===== src/rtl/sipo_deser_if.sv =====
// Bus bundle for sipo_deser: serial input side, clear, and the parallel
// word handshake. Master drives the stimulus, slave is the deserializer.
interface sipo_deser_if #(
  parameter int unsigned WIDTH = 8
);
  localparam int unsigned CW = $clog2(WIDTH);

  logic             clear;
  logic             shift_en;
  logic             bit_in;
  logic             out_ready;
  logic [WIDTH-1:0] data_out;
  logic             out_valid;
  logic             overrun;
  logic [CW-1:0]    bit_cnt;

  modport master (
    output clear, shift_en, bit_in, out_ready,
    input  data_out, out_valid, overrun, bit_cnt
  );

  modport slave (
    input  clear, shift_en, bit_in, out_ready,
    output data_out, out_valid, overrun, bit_cnt
  );
endinterface


===== src/rtl/sipo_deser.sv =====
// Serial-to-parallel deserializer with frame bit counter, selectable bit order,
// holding register with valid/ready handshake and sticky overrun flag.
module sipo_deser #(
  parameter int unsigned WIDTH     = 8,
  parameter bit          LSB_FIRST = 1'b0
) (
  input logic         clk,
  input logic         rst_n,
  sipo_deser_if.slave bus
);

  localparam int unsigned CW   = $clog2(WIDTH);
  localparam logic [CW-1:0] LAST = CW'(WIDTH - 1);

  if (WIDTH < 4) begin : g_width_check
    $error("sipo_deser: WIDTH must be >= 4");
  end

  logic [WIDTH-1:0] shreg_q, shreg_d;
  logic [WIDTH-1:0] data_q,  data_d;
  logic [CW-1:0]    cnt_q,   cnt_d;
  logic             valid_q, valid_d;
  logic             ovr_q,   ovr_d;

  logic [WIDTH-1:0] shreg_nxt_c;
  logic             complete_c;
  logic             consume_c;

  // Shift direction is fixed at elaboration time.
  if (LSB_FIRST) begin : g_lsb_first
    assign shreg_nxt_c = {bus.bit_in, shreg_q[WIDTH-1:1]};
  end else begin : g_msb_first
    assign shreg_nxt_c = {shreg_q[WIDTH-2:0], bus.bit_in};
  end

  assign complete_c = bus.shift_en && (cnt_q == LAST);
  assign consume_c  = valid_q && bus.out_ready;

  // Next-state logic; clear outranks shifting and the handshake.
  always_comb begin
    shreg_d = shreg_q;
    data_d  = data_q;
    cnt_d   = cnt_q;
    valid_d = valid_q;
    ovr_d   = ovr_q;

    if (bus.clear) begin
      shreg_d = '0;
      cnt_d   = '0;
      valid_d = 1'b0;
      ovr_d   = 1'b0;
    end else begin
      if (bus.shift_en) begin
        shreg_d = shreg_nxt_c;
        cnt_d   = complete_c ? '0 : cnt_q + CW'(1);
      end

      if (complete_c) begin
        // A completed word is accepted only if the holding register is free
        // or is being drained at this very edge; otherwise it is dropped.
        if (!valid_q || consume_c) begin
          data_d  = shreg_nxt_c;
          valid_d = 1'b1;
        end else begin
          ovr_d   = 1'b1;
        end
      end else if (consume_c) begin
        valid_d = 1'b0;
      end
    end
  end

  // State register.
  always_ff @(posedge clk or negedge rst_n) begin
    if (!rst_n) begin
      shreg_q <= '0;
      data_q  <= '0;
      cnt_q   <= '0;
      valid_q <= 1'b0;
      ovr_q   <= 1'b0;
    end else begin
      shreg_q <= shreg_d;
      data_q  <= data_d;
      cnt_q   <= cnt_d;
      valid_q <= valid_d;
      ovr_q   <= ovr_d;
    end
  end

  assign bus.data_out  = data_q;
  assign bus.out_valid = valid_q;
  assign bus.overrun   = ovr_q;
  assign bus.bit_cnt   = cnt_q;

endmodule

===== src/flat_wrapper.sv =====
// flat-port wrapper written by rule: the top's interface ports become plain ports
module sipo_deser_flat 
#(
  parameter int unsigned WIDTH     = 8,
  parameter bit          LSB_FIRST = 1'b0
)
  (clk, rst_n, bus_clear, bus_shift_en, bus_bit_in, bus_out_ready, bus_data_out, bus_out_valid, bus_overrun, bus_bit_cnt);
  sipo_deser_if #(.WIDTH(WIDTH)) bus_i ();
  input logic clk;
  input logic rst_n;
  input wire logic [$bits(bus_i.clear)-1:0] bus_clear;
  input wire logic [$bits(bus_i.shift_en)-1:0] bus_shift_en;
  input wire logic [$bits(bus_i.bit_in)-1:0] bus_bit_in;
  input wire logic [$bits(bus_i.out_ready)-1:0] bus_out_ready;
  output wire logic [$bits(bus_i.data_out)-1:0] bus_data_out;
  output wire logic [$bits(bus_i.out_valid)-1:0] bus_out_valid;
  output wire logic [$bits(bus_i.overrun)-1:0] bus_overrun;
  output wire logic [$bits(bus_i.bit_cnt)-1:0] bus_bit_cnt;
  assign bus_i.clear = bus_clear;
  assign bus_i.shift_en = bus_shift_en;
  assign bus_i.bit_in = bus_bit_in;
  assign bus_i.out_ready = bus_out_ready;
  assign bus_data_out = bus_i.data_out;
  assign bus_out_valid = bus_i.out_valid;
  assign bus_overrun = bus_i.overrun;
  assign bus_bit_cnt = bus_i.bit_cnt;
  sipo_deser #(.WIDTH(WIDTH), .LSB_FIRST(LSB_FIRST)) u_core (.clk(clk), .rst_n(rst_n), .bus(bus_i));
endmodule

===== config.mk =====
export PLATFORM = sky130hd
export DESIGN_NAME = sipo_deser_flat
export DESIGN_NICKNAME = d
export VERILOG_FILES = /design/src/rtl/sipo_deser_if.sv /design/src/rtl/sipo_deser.sv /design/src/flat_wrapper.sv
export SDC_FILE = /design/constraint.sdc
export NUM_CORES = 1
export LEC_CHECK = 0
export ABC_AREA = 1
export CELL_PAD_IN_SITES_DETAIL_PLACEMENT = 1
export CELL_PAD_IN_SITES_GLOBAL_PLACEMENT = 2
export CORE_MARGIN = 4
export CORE_UTILIZATION = 29
export DETAILED_ROUTE_END_ITERATION = 6
export MAX_ROUTING_LAYER = met4
export PLACE_DENSITY = 0.72
export SLEW_MARGIN = 20
export SYNTH_ARGS = -nofsm -noshare
export SYNTH_HDL_FRONTEND = slang
export SYNTH_SLANG_ARGS = --single-unit

===== constraint.sdc =====
create_clock -name clk -period 1.7 [get_ports clk]
set_input_delay 0.34 -clock clk [delete_from_list [all_inputs] [get_ports clk]]
set_output_delay 0.34 -clock clk [all_outputs]
set_load 0.005 [all_outputs]

* Word level (Yosys, flattened, before mapping)
Cells that the tools add are included.
Storage, ports and cells: register bits 20, word-level logic and storage cells 32, input bits 6, output and inout bits 13
Operators by class: bitwise gates (word level) 1, reductions and logical operators 10, mux-type cells 12, equality and inequality tests 3, $add $sub $neg 1
Operator list (number):
- $mux 7 | 2
- $mux 3 | 3
- $mux 1 | 7
- $reduce_and 2->1 | 2
- $reduce_bool 2->1 | 2
- $add 3x1->3 const B | 1
- $eq 3x3->1 const B | 1
- $ne 3x3->1 const B | 1
- $reduce_and 3->1 | 1
- $reduce_bool 3->1 | 1
- $logic_and 1x1->1 | 2
- $ne 2x2->1 const B | 1
- $logic_not 1->1 | 1
- $logic_or 1x1->1 | 1
- $not 1->1 | 1

* Logic depth before layout (Yosys ltp)
depth in word-level cells 5, gate-level depth with buffers 7, gate-level depth less buffers 7

* Worst setup path before layout
No wires, ideal clock.
path kind register to register, start reg u_core.cnt_q[0], in the netlist u_core.bus.bit_cnt[0], end reg u_core.data_q[0], in the netlist u_core.bus.data_out[0], data required time 1583 ps, library setup time 117 ps, arrival time 1093 ps, buffers on the path 0, cell stages (with the launch flop) 8, path slack 490 ps, period minus slack after synthesis 1210 ps, cell sequence dfrtp_1 -> ha_1 -> ha_1 -> nand2_4 -> nor2_8 -> nand2_4 -> nand2_1 -> nand2_1
Between the ends: longest elaborated chain between the ends 3
RTL lines:
- start: declaration | line sipo_deser.sv:21 | logic [CW-1:0] cnt_q, cnt_d;
- start signal: assignment | line sipo_deser.sv:84 | cnt_q <= cnt_d;
- $eq 3x3->1 | line sipo_deser.sv:36 | assign complete_c = bus.shift_en && (cnt_q == LAST);
- $logic_and 1x1->1 | line sipo_deser.sv:36
- $reduce_and 3->1 (no line)
- end signal: assignment | line sipo_deser.sv:83 | data_q <= data_d;
- end: declaration | line sipo_deser.sv:20 | logic [WIDTH-1:0] data_q, data_d;
Every way passes these cells. A chain may end at the register's enable or synchronous reset.

* Worst setup path after layout
start reg u_core.cnt_q[0], in the netlist u_core.bus.bit_cnt[0], end out bus_bit_cnt[0]
RTL lines:
- end: declaration | line flat_wrapper.sv:18 | output wire logic [$bits(bus_i.bit_cnt)-1:0] bus_bit_cnt;
No word-level cell between the ends.

==> impl_metrics.csv <==
group,metric,value,unit
placement,pre_cts_ws,0.0947,ns
sta,max_freq,639,MHz
power,power,0.943,mW
floorplanning,die_h,62.2,um
clocking,clock_latency,0.30,ns
synth,ys_warn_count,0,
sta,timing.final.crit_period,1.57,ns
grt,grtUsageTotal,11.5,%
detailed_routing,vias,659,
grt,antenna_found_initial,0,
floorplanning,start_util,30.7,%
grt,grt_pass1_wl,3.44,mm
power,p_per_area,833,nW/um2
synth,syn_nets,96,
synth,synthDominantCellAreaShare,58.7,%
finish,diodes,0,
worst_setup_path,crit_family,"buffers and inverters",
clocking,clockBufferDepth,2,
sta,setup_slack,0.135,ns
detailed_routing,wl,1.88,mm
sta,hold_violations,0,
worst_setup_path,endpoint_kind,"output pin",
clocking,cts_resized,0,
sta,fin_setup_tns,0,ns
synth,netlist_top_cells_area,"dfrtp_1, nand2_1, nand3_1",
clocking,ctsHoldBuffers,0,
sta,setup_viol,0,
clocking,cts.sinks,20,
placement,portBuffers,18,
detailed_routing,detail-route-antenna-nets,0,
status,status,"completed",
sta,period_share,92.1,%
placement,place_congestion,0.684,
worst_setup_path,path_cells,"clkdlybuf4s50_1",
finish,drive_gt1_share,10.8,%
floorplanning,chipWidth,62.2,um
worst_setup_path,startpoint_type,"flop",
sta,maxSlewViolCount,0,
synth,ys_ff_latch,20,
sta,worst_pin_slew,0.305,ns
floorplanning,core,2780,um2
finish,final_core_util,40.7,%
worst_setup_path,critPathBufInv,1,
power,p_leak,0.569,nW
detailed_routing,drc,0,
finish,multiInputGateArea,297,um2
detailed_routing,via_per_inst,4.64,
sta,slew_headroom,79.6,%
worst_setup_path,criticalPathCategory,"flop to output pin",
worst_setup_path,crit_path_max_fanout,3,
clocking,cts_tree,"done",
sta,fin_skew,0.00618,ns
synth,yosysSeqAreaShare,58.7,%
finish,final_cell_mix,"nand2_1, dfrtp_1, clkdlybuf4s50_1",
detailed_routing,drt_pre_antenna_iters,3,
placement,place_hpwl,1.42,mm
floorplanning,io-pin-count,19,
finish,final_common_cell,"nand2_1",
worst_setup_path,crit_slowest_cell,"clkdlybuf4s50_1",
synth,syn_avg_cell_area,9.70,um2
clocking,clk_pin_slew,0.12,ns
finish,final_area,1130,um2
worst_hold_path,hp-class,"input pin to async pin",
grt,grt_pass1_vias,745,
finish,final-seq-area,500,um2
power,peakVddDrop,0.605,mV
floorplanning,rows,19,
finish,final_cells,142,
sta,rsz0062_at_grt,"no",
worst_setup_path,arrival,1.23,ns
finish,n_fill_cell,328,
synth,synth_area,853,um2
clocking,clock-root-buffer,"clkbuf_4",
detailed_routing,drtIter0Drc,7,
run,drv_cap,0,
synth,yosysTopAreaCell,"dfrtp_1",
placement,post_dp_cell_area,1080,um2
floorplanning,die_area,3870,um2
grt,gr-total-overflow,0,
clocking,htree_levels,1,
finish,syn2layout_area_growth,32.7,%
synth,yosysUniqueCellTypes,15,
clocking,cts_setup_buffers,0,
finish,finalNetCount,120,
clocking,cts_buffers,3,
worst_setup_path,required,1.36,ns
placement,dp.cells,138,
grt,grt_max_degree,21,
sta,holdWs,0.368,ns
worst_setup_path,slowest_delay,0.52,ns
detailed_routing,avgRoutedWirePerCell,13.2,um
synth,synthCells,88,
==> state kept, by name, indices dropped and copies added, names as in the netlist <==
signal / flops
u_core.shreg_q: 7
u_core.bus.bit_cnt: 3
u_core.bus.data_out: 8
u_core.bus.overrun: 1
u_core.bus.out_valid: 1
==> power by group <==
group / switching (mW) / internal [mW] / total, mW
Combinational: 0.0364 / 0.0271 / 0.0635
Clock: 0.154 / 0.238 / 0.392
Sequential: 0.00521 / 0.483 / 0.488
==> layer usage <==
layer / GRT usage [%] / up-vias / wire [um]
met1: 14.4 / 314 / 887
met2: 17.5 / 12 / 888
met4: 5.69 / 0 / 45
met3: 2.52 / 4 / 59
met5: - / - / 0
li1: - / 329 / -
==> cells in the mapped netlist <==
cell type and n:
inv_2 1, nand2_2 2, nand2_4 3, inv_1 14
ha_1 2, o21ai_1 1, nand2_1 21, o22ai_1 5
nor2_8 1, nor2_1 1, nand3_1 11, o21ai_0 3
a21oi_1 2, nand4_1 1, dfrtp_1 20
==> cell families (layout without fill, tap and decap cells) <==
| family | after synthesis | after routing | synth area share [%] |
|---|---|---|---|
| and+or+nand+nor | 40 | 40 | 24.6 |
| DFF | 20 | 20 | 58.7 |
| buffers and inverters | 15 | 38 | 6.60 |
| AOI/OAI and AO/OA | 11 | 11 | 7.18 |
| adders and majority gates | 2 | 2 | 2.93 |
==> area by class of cell <==
type                    count  area share (%)
repair buffers             19            16.6
inverters                  15            4.97
clock buffers               3            1.99
multi-input cells          53            26.2
clock inverters             1            2.65
flip-flops and latches     20            44.2
well taps                  31            3.43
==> final timing paths <==
kind,startpoint,end,slack [ns],depth (start not counted)
setup / recovery,u_core.bus.bit_cnt[0]$_DFFE_PN0P_,bus_bit_cnt[0],0.13,1
hold / removal,rst_n,u_core.bus.bit_cnt[0]$_DFFE_PN0P_,0.37,2
setup reg to reg,u_core.bus.bit_cnt[0]$_DFFE_PN0P_,u_core.bus.data_out[7]$_DFFE_PN0P_,0.34,7
hold reg to reg,u_core.bus.data_out[2]$_DFFE_PN0P_,u_core.bus.data_out[2]$_DFFE_PN0P_,0.49,2
max in group asynchronous,rst_n,u_core.bus.bit_cnt[1]$_DFFE_PN0P_,1.12,2
min in group clk,u_core.bus.data_out[2]$_DFFE_PN0P_,u_core.bus.data_out[2]$_DFFE_PN0P_,0.49,2
(Power assumes the default switching activity.)
